### src/rtl/status_indicator.sv
// Multi-channel LED/buzzer driver: off, on, slow/fast blink or N-pulse burst per channel.
// Latency: mode/state to power is 1 cycle (registered); free-running, no backpressure.
module status_indicator #(
    parameter int CHANNELS  = 4,
    parameter int CLK_HZ    = 27000000,
    parameter int TICK_HZ   = 8,
    parameter int CNT_W     = 4,
    parameter int GAP_TICKS = 4
) (
    input  logic                      clk,
    input  logic                      reset,
    input  logic                      sync,
    input  logic [3*CHANNELS-1:0]     mode,
    input  logic [CNT_W*CHANNELS-1:0] count,
    output logic                      tick,
    output logic [CHANNELS-1:0]       power
);

    localparam int DIV   = CLK_HZ / TICK_HZ;
    localparam int PRE_W = (DIV > 2) ? $clog2(DIV) : 1;
    localparam int GAP_W = $clog2(GAP_TICKS + 1);

    localparam logic [PRE_W-1:0] PRE_MAX  = PRE_W'(DIV - 1);
    localparam logic [GAP_W-1:0] GAP_LOAD = GAP_W'(GAP_TICKS);
    localparam logic [GAP_W-1:0] GAP_LAST = GAP_W'(1);

    typedef enum logic [1:0] {
        ST_START,
        ST_ON,
        ST_OFF,
        ST_GAP
    } burst_e;

    logic [PRE_W-1:0]    pre_q, pre_d;
    logic                tick_q, tick_d;
    logic [2:0]          phase_q, phase_d;
    logic [CHANNELS-1:0] power_q, power_d;

    burst_e              st_q  [CHANNELS];
    burst_e              st_d  [CHANNELS];
    logic [CNT_W-1:0]    rem_q [CHANNELS];
    logic [CNT_W-1:0]    rem_d [CHANNELS];
    logic [GAP_W-1:0]    gap_q [CHANNELS];
    logic [GAP_W-1:0]    gap_d [CHANNELS];

    // Shared prescaler and blink phase keep all blinking channels in lock-step.
    always_comb begin
        pre_d   = (pre_q == PRE_MAX) ? '0 : pre_q + 1'b1;
        tick_d  = (pre_q == PRE_MAX);
        phase_d = tick_q ? phase_q + 3'd1 : phase_q;
        if (sync) begin
            pre_d   = '0;
            tick_d  = 1'b0;
            phase_d = '0;
        end
    end

    always_comb begin
        st_d    = st_q;
        rem_d   = rem_q;
        gap_d   = gap_q;
        power_d = '0;
        for (int i = 0; i < CHANNELS; i++) begin
            if (tick_q) begin
                case (st_q[i])
                    ST_ON: begin
                        st_d[i]  = ST_OFF;
                        rem_d[i] = rem_q[i] - 1'b1;
                    end
                    ST_OFF: begin
                        if (rem_q[i] == '0) begin
                            st_d[i]  = ST_GAP;
                            gap_d[i] = GAP_LOAD;
                        end else begin
                            st_d[i] = ST_ON;
                        end
                    end
                    ST_GAP: begin
                        gap_d[i] = gap_q[i] - 1'b1;
                        if (gap_q[i] == GAP_LAST) begin
                            if (count[CNT_W*i +: CNT_W] == '0) begin
                                st_d[i]  = ST_GAP;
                                gap_d[i] = GAP_LOAD;
                            end else begin
                                st_d[i]  = ST_ON;
                                rem_d[i] = count[CNT_W*i +: CNT_W];
                            end
                        end
                    end
                    default: begin
                        // START: count is only sampled here and on gap reload.
                        if (count[CNT_W*i +: CNT_W] == '0) begin
                            st_d[i]  = ST_GAP;
                            gap_d[i] = GAP_LOAD;
                        end else begin
                            st_d[i]  = ST_ON;
                            rem_d[i] = count[CNT_W*i +: CNT_W];
                        end
                    end
                endcase
            end
            if (sync || (mode[3*i +: 3] != 3'd4)) begin
                st_d[i] = ST_START;
            end

            case (mode[3*i +: 3])
                3'd1:    power_d[i] = 1'b1;
                3'd2:    power_d[i] = phase_q[2];
                3'd3:    power_d[i] = phase_q[0];
                3'd4:    power_d[i] = (st_q[i] == ST_ON);
                default: power_d[i] = 1'b0;
            endcase
        end
    end

    always_ff @(posedge clk) begin
        if (reset) begin
            pre_q   <= '0;
            tick_q  <= 1'b0;
            phase_q <= '0;
            power_q <= '0;
            for (int i = 0; i < CHANNELS; i++) begin
                st_q[i]  <= ST_START;
                rem_q[i] <= '0;
                gap_q[i] <= '0;
            end
        end else begin
            pre_q   <= pre_d;
            tick_q  <= tick_d;
            phase_q <= phase_d;
            power_q <= power_d;
            for (int i = 0; i < CHANNELS; i++) begin
                st_q[i]  <= st_d[i];
                rem_q[i] <= rem_d[i];
                gap_q[i] <= gap_d[i];
            end
        end
    end

    assign tick  = tick_q;
    assign power = power_q;

endmodule

### config.mk
export PLATFORM = sky130hd
export DESIGN_NAME = status_indicator
export DESIGN_NICKNAME = d
export VERILOG_FILES = /design/src/rtl/status_indicator.sv
export SDC_FILE = /design/constraint.sdc
export NUM_CORES = 1
export LEC_CHECK = 0
export CAP_MARGIN = 5
export CORE_MARGIN = 2
export CORE_UTILIZATION = 31
export CTS_BUF_LIST = sky130_fd_sc_hd__clkbuf_4 sky130_fd_sc_hd__clkbuf_8
export DETAILED_ROUTE_END_ITERATION = 10
export GPL_ROUTABILITY_DRIVEN = 0
export GPL_TIMING_DRIVEN = 0
export SKIP_LAST_GASP = 1
export SLEW_MARGIN = 20
export SYNTH_ARGS = -nofsm -noshare
export SYNTH_HDL_FRONTEND = slang
export SYNTH_SLANG_ARGS = --single-unit
### constraint.sdc
create_clock -name clk -period 1.75 [get_ports clk]
set_clock_uncertainty 0.05 [all_clocks]
set_input_delay 0.175 -clock clk [delete_from_list [all_inputs] [get_ports clk]]
set_output_delay 0.175 -clock clk [all_outputs]
set_load 0.02 [all_outputs]
* Yosys cells after proc, flatten, opt, wreduce, memory -nomap -nowiden *
Index checks and enable logic that the tools add are counted.

word-level totals
  register bits = 66
  latch bits = 0
  memory bits (writable) = 0
  memory bits (read-only) = 0
  input port bits = 31
  output and inout bits = 5
  memories kept = 0

operators by class
  add/subtract/negate cells = 10
  multiply operators = 0
  divide/modulo/power cells = 0
  $lt $le $gt $ge = 0
  equal/unequal tests = 45
  shift-type cells = 0
  multiplexer cells = 52
  bitwise operators = 8
  reductions and logical operators = 34

operators with widths
  operator                                             number
  2-to-1 mux 3 bit                                     16
  case mux 4 bit (3 select lines)                      4
  case mux 3 bit (3 select lines)                      4
  zero test 4 bit                                      8
  2-to-1 mux 4 bit                                     8
  equality test 3 x 1 -> 1 bit, second input constant  8
  equality test 3 x 2 -> 1 bit, second input constant  8
  2-to-1 mux 2 bit                                     12
  case mux 2 bit (3 select lines)                      4
  adder 22 x 1 -> 22 bit, second input constant        1
  equality test 22 bit, second input constant          1
  equality test 2 bit, second input constant           8
  inequality test 2 bit, second input constant         8
  case mux 1 bit (4 select lines)                      4
  AND reduction 4 bit                                  4
  subtractor 4 x 1 -> 4 bit, second input constant     4
  equality test 3 bit, second input constant           4
  inequality test 3 bit, second input constant         4
  AND reduction 3 bit                                  4
  nonzero test 3 bit                                   4
  subtractor 3 x 1 -> 3 bit, second input constant     4
  OR reduction 2 bit                                   5
  equality test 2 x 1 -> 1 bit, second input constant  4
  inverter 1 bit                                       8
  other kinds (4)                                      10

* Logic depth before layout (Yosys ltp) *
  depth after elaboration = 4
  mapped depth = 7
  depth with buffers taken out = 6

* Least setup slack after synthesis *
Ideal clock, no wire load.

  kind = flip-flop to flip-flop
  start = register pre_q[0]
  end = register pre_q[20]
  setup time = 71 ps
  arrival = 1692 ps
  required time = 1629 ps
  path slack = -62 ps
  cell stages (with the launch flop) = 6
  clock period less this slack = 1812 ps
  cell sequence = dfxtp_1 -> ha_1 -> and2_1 -> nand4_1 -> or4_1 -> a21oi_1

between the ends
  word-level cells in the longest chain between the ends = 2

ends and longest elaborated chain
  item                                                                            RTL line  text
  start, declared                                                                 34        logic [PRE_W-1:0] pre_q, pre_d;
  start signal, assigned                                                          128       pre_q <= pre_d;
  parallel branches: the longest is 2 deep, another holds adder 22 x 1 -> 22 bit  n/a

Several ways; the timed one is not identified.
A chain may end at the register's enable or synchronous reset.

* Worst setup path in the final report *
  start = input count[10]
  end = register gap_q[4] in the netlist's numbering

between the ends
  word-level cells in the longest chain between the ends = 4

ends and longest elaborated chain
  item                             RTL line  text
  start, declared                  14        input logic [CNT_W*CHANNELS-1:0] count,
  zero test 4 bit *                81, 92
  2-to-1 mux 3 bit                 81        if (count[CNT_W*i +: CNT_W] == '0) begin
  2-to-1 mux 3 bit                 80        if (gap_q[i] == GAP_LAST) begin
  case mux 3 bit (3 select lines)  65        case (st_q[i])
  end signal, assigned by index    135       gap_q[i] <= gap_d[i];
  end, declared                    43        logic [GAP_W-1:0] gap_q [CHANNELS];

Every way passes the cells marked *; elsewhere a longest branch is shown, timed or not.

==> out/results.txt <==
Status = completed
R2R setup slack = 60 ps
Syn_nets = 524
Layout area overhead = 28.2%
Peak VDD IR = 0.407 mV
Worst r2r dst = rem_q[8]
Distinct cells, synth = 46
CTS Buffer Depth = 2
Total clock sinks = 66
Rows = 41
Final core utilization = 0.403
Layout cells sized above 1 = 0.170
Place WS = -531 ps
Critical path's slowest cell = or4_1
Fin worst setup slack = 43.5 ps
Die height = 116 µm
GRT overflow = 0
Per-cell routed wire length = 14.2 µm
Crit path kind = in2reg
WP data required = 1980 ps
Worst r2r src = gap_q[7]
Worst setup path startpoint = count[10]
Final Hold Viols = 0
Clk Latency, worst-skew pair = 340 ps
DRC Markers = 0
Mapped Avg Cell Area = 8.47 µm²
I/O Pins = 36
CP delay by family, top = simple AND/OR/NAND/NOR gates
Inserted Clock Buffers = 9
CP peak stage delay = 640 ps
Post-synthesis sequential area ratio = 0.337
Nets = 582
First-pass GRT wire length = 16.2 mm
Crit end category = flip-flop
CTS clock-pin slew for the worst setup and hold paths = 70 ps
Primary FF master, synth = dfxtp_1
Port buffer count = 35
H-tree depth = 3
Vias = 3,587
Most frequent cells in the layout = dfxtp_1 (49), inv_1 (41), nor2_1 (38)
FFs w/ async S/R, synth = 0
Chip Width = 116 µm
Crit share post-route = 0.975
Syn Inst Count = 463
Drt first pass iters = 4
Post-Syn Area = 3920 µm²
CP startpoint kind = input port
Max Fclk = 586 MHz
Die area = 13,600 µm²
Drt via density = 5.15
Number of max-cap violations = 0
Diodes inserted = 0
Most common cell after layout, fill and taps aside = dfxtp_1
Total Routing Usage GR = 0.151
Arrival time worst endpoint = 1930 ps
Period minus WS final = 1710 ps
HPWL after DPL = 6.93 mm
Antenna viol nets, final = 0
CTS tree = yes
Antenna violations before repair = 0
Worst Hold Class = reg2reg
Number of flops mapped to enable cells by yosys = 0
Max_slew headroom = 0.562
Pwr dens = 594 nW/µm²
CP Depth = 5
YS warnings = 0
Vias in the first global route = 3,533
Reg2Reg Depth = 6
FILL cells = 1,263
Largest net degree at the start of global routing = 11
Iter 0 DRT Violations = 125
Worst-Margin Slew = 655 ps
Total Power = 2.99 mW
Cell Chain, Critical Path = clkdlybuf4s50_1 -> or4_1 -> a21o_1 -> a21oi_2 -> mux2i_1
Critical Path End = gap_q[4]
Crit Path Max Fanout = 3
Slew Limit Fails = 0
Final setup fails = 0
Starting Density = 0.315
Core area = 12,500 µm²
Total length of routed wires = 9.87 mm
Root Driver = clkbuf_8
#FFs+latches synth = 66
Critical path buffer and inverter count = 1
Lkg Pwr = 1.59 nW
==> how the worst min path moves through the flow <==
stage,from,end,cells after the start
after floorplan,mode[11],st_q[1],2
after global placement,gap_q[7],gap_q[7],2
after detailed placement,gap_q[4],gap_q[4],2
after CTS,mode[2],power[0],3
after global routing,mode[5],st_q[5],3
final,gap_q[4],gap_q[4],2
==> stage by stage <==
step / TNS [ps] / cell area (µm²) / hold slack, ps / std cells
after detailed placement: -18190 / 4490 / 409 / 670
after global placement: -17090 / 4490 / 395 / 670
final: 0 / 5030 / 419 / 697
after CTS: -4.45 / 4840 / 399 / 692
after floorplan: 0 / 3930 / 275 / 463
after global routing: -107 / 5030 / 424 / 697
==> tightest hold or removal path, stage by stage, from the launching register on <==
cell and delay (ps):
dfxtp_1 310, nand2_1 50, mux2i_1 60
==> synthesized netlist by cell type, drive strengths merged, types with 12 or more instances <==
cell	count	area, µm²
clkbuf	14	52.6
inv	44	165
mux2i	18	180
o31ai	12	90.1
a21oi	24	120
ha	30	375
nor2	38	143
dfxtp	66	1320
nor2b	17	106
or3	13	81.3
nand2	21	78.8
o21ai	18	90.1
nand3	16	80.1
==> cells by family (layout without fill, tap and decap cells) <==
family	count (synthesis)	after routing	synth area share
XOR/XNOR	14	14	0.0313
buffers and inverters	60	122	0.0578
flip-flops	66	66	0.337
adder cells (fa/ha/maj)	30	30	0.0957
AO/OA/AOI/OAI	114	114	0.204
AND/OR/NAND/NOR	161	161	0.229
multiplexers	18	18	0.0459
==> cell type report <==
| class | instances | area [µm²] | area share |
|---|---|---|---|
| Buffer | 15 | 82.6 | 0.0164 |
| Timing Repair Buffer | 48 | 448 | 0.0891 |
| Clock inverter | 3 | 40.0 | 0.00796 |
| Inverter | 44 | 165 | 0.0329 |
| Sequential cell | 66 | 1360 | 0.270 |
| Tap cell | 172 | 215 | 0.0428 |
| Multi-Input combinational cell | 337 | 2570 | 0.510 |
| Clock buffer | 12 | 153 | 0.0304 |
==> flip-flops by register name, summed over array words and instances, names as in the netlist <==
signal / flops
power: 4
gap_q: 12
phase_q: 3
st_q: 8
tick: 1
pre_q: 22
rem_q: 16
==> power by group <==
group / internal, mW / switching, mW / total, mW
logic: 0.0979 / 0.0949 / 0.193
registers: 1.50 / 0.00476 / 1.50
clock network: 0.717 / 0.576 / 1.29
total: 2.31 / 0.676 / 2.99
==> routing by layer <==
metal,part of all wire,global-route usage,vias to the layer above
li1,-,-,1813
met1,0.46,0.176,1711
met2,0.50,0.272,57
met3,0.032,0.0477,6
met4,0.0073,0.0325,0
met5,0,0,-
==> timing repair <==
item | CTS | global route
resized for setup | 34 | 56
hold buffers | 0 | 0
setup endpoints to repair | 51 | 52
pin swaps | 4 | 10
setup buffers | 7 | 6
cloned | 0 | 0
No activity file was read; power rests on OpenSTA's default activity.
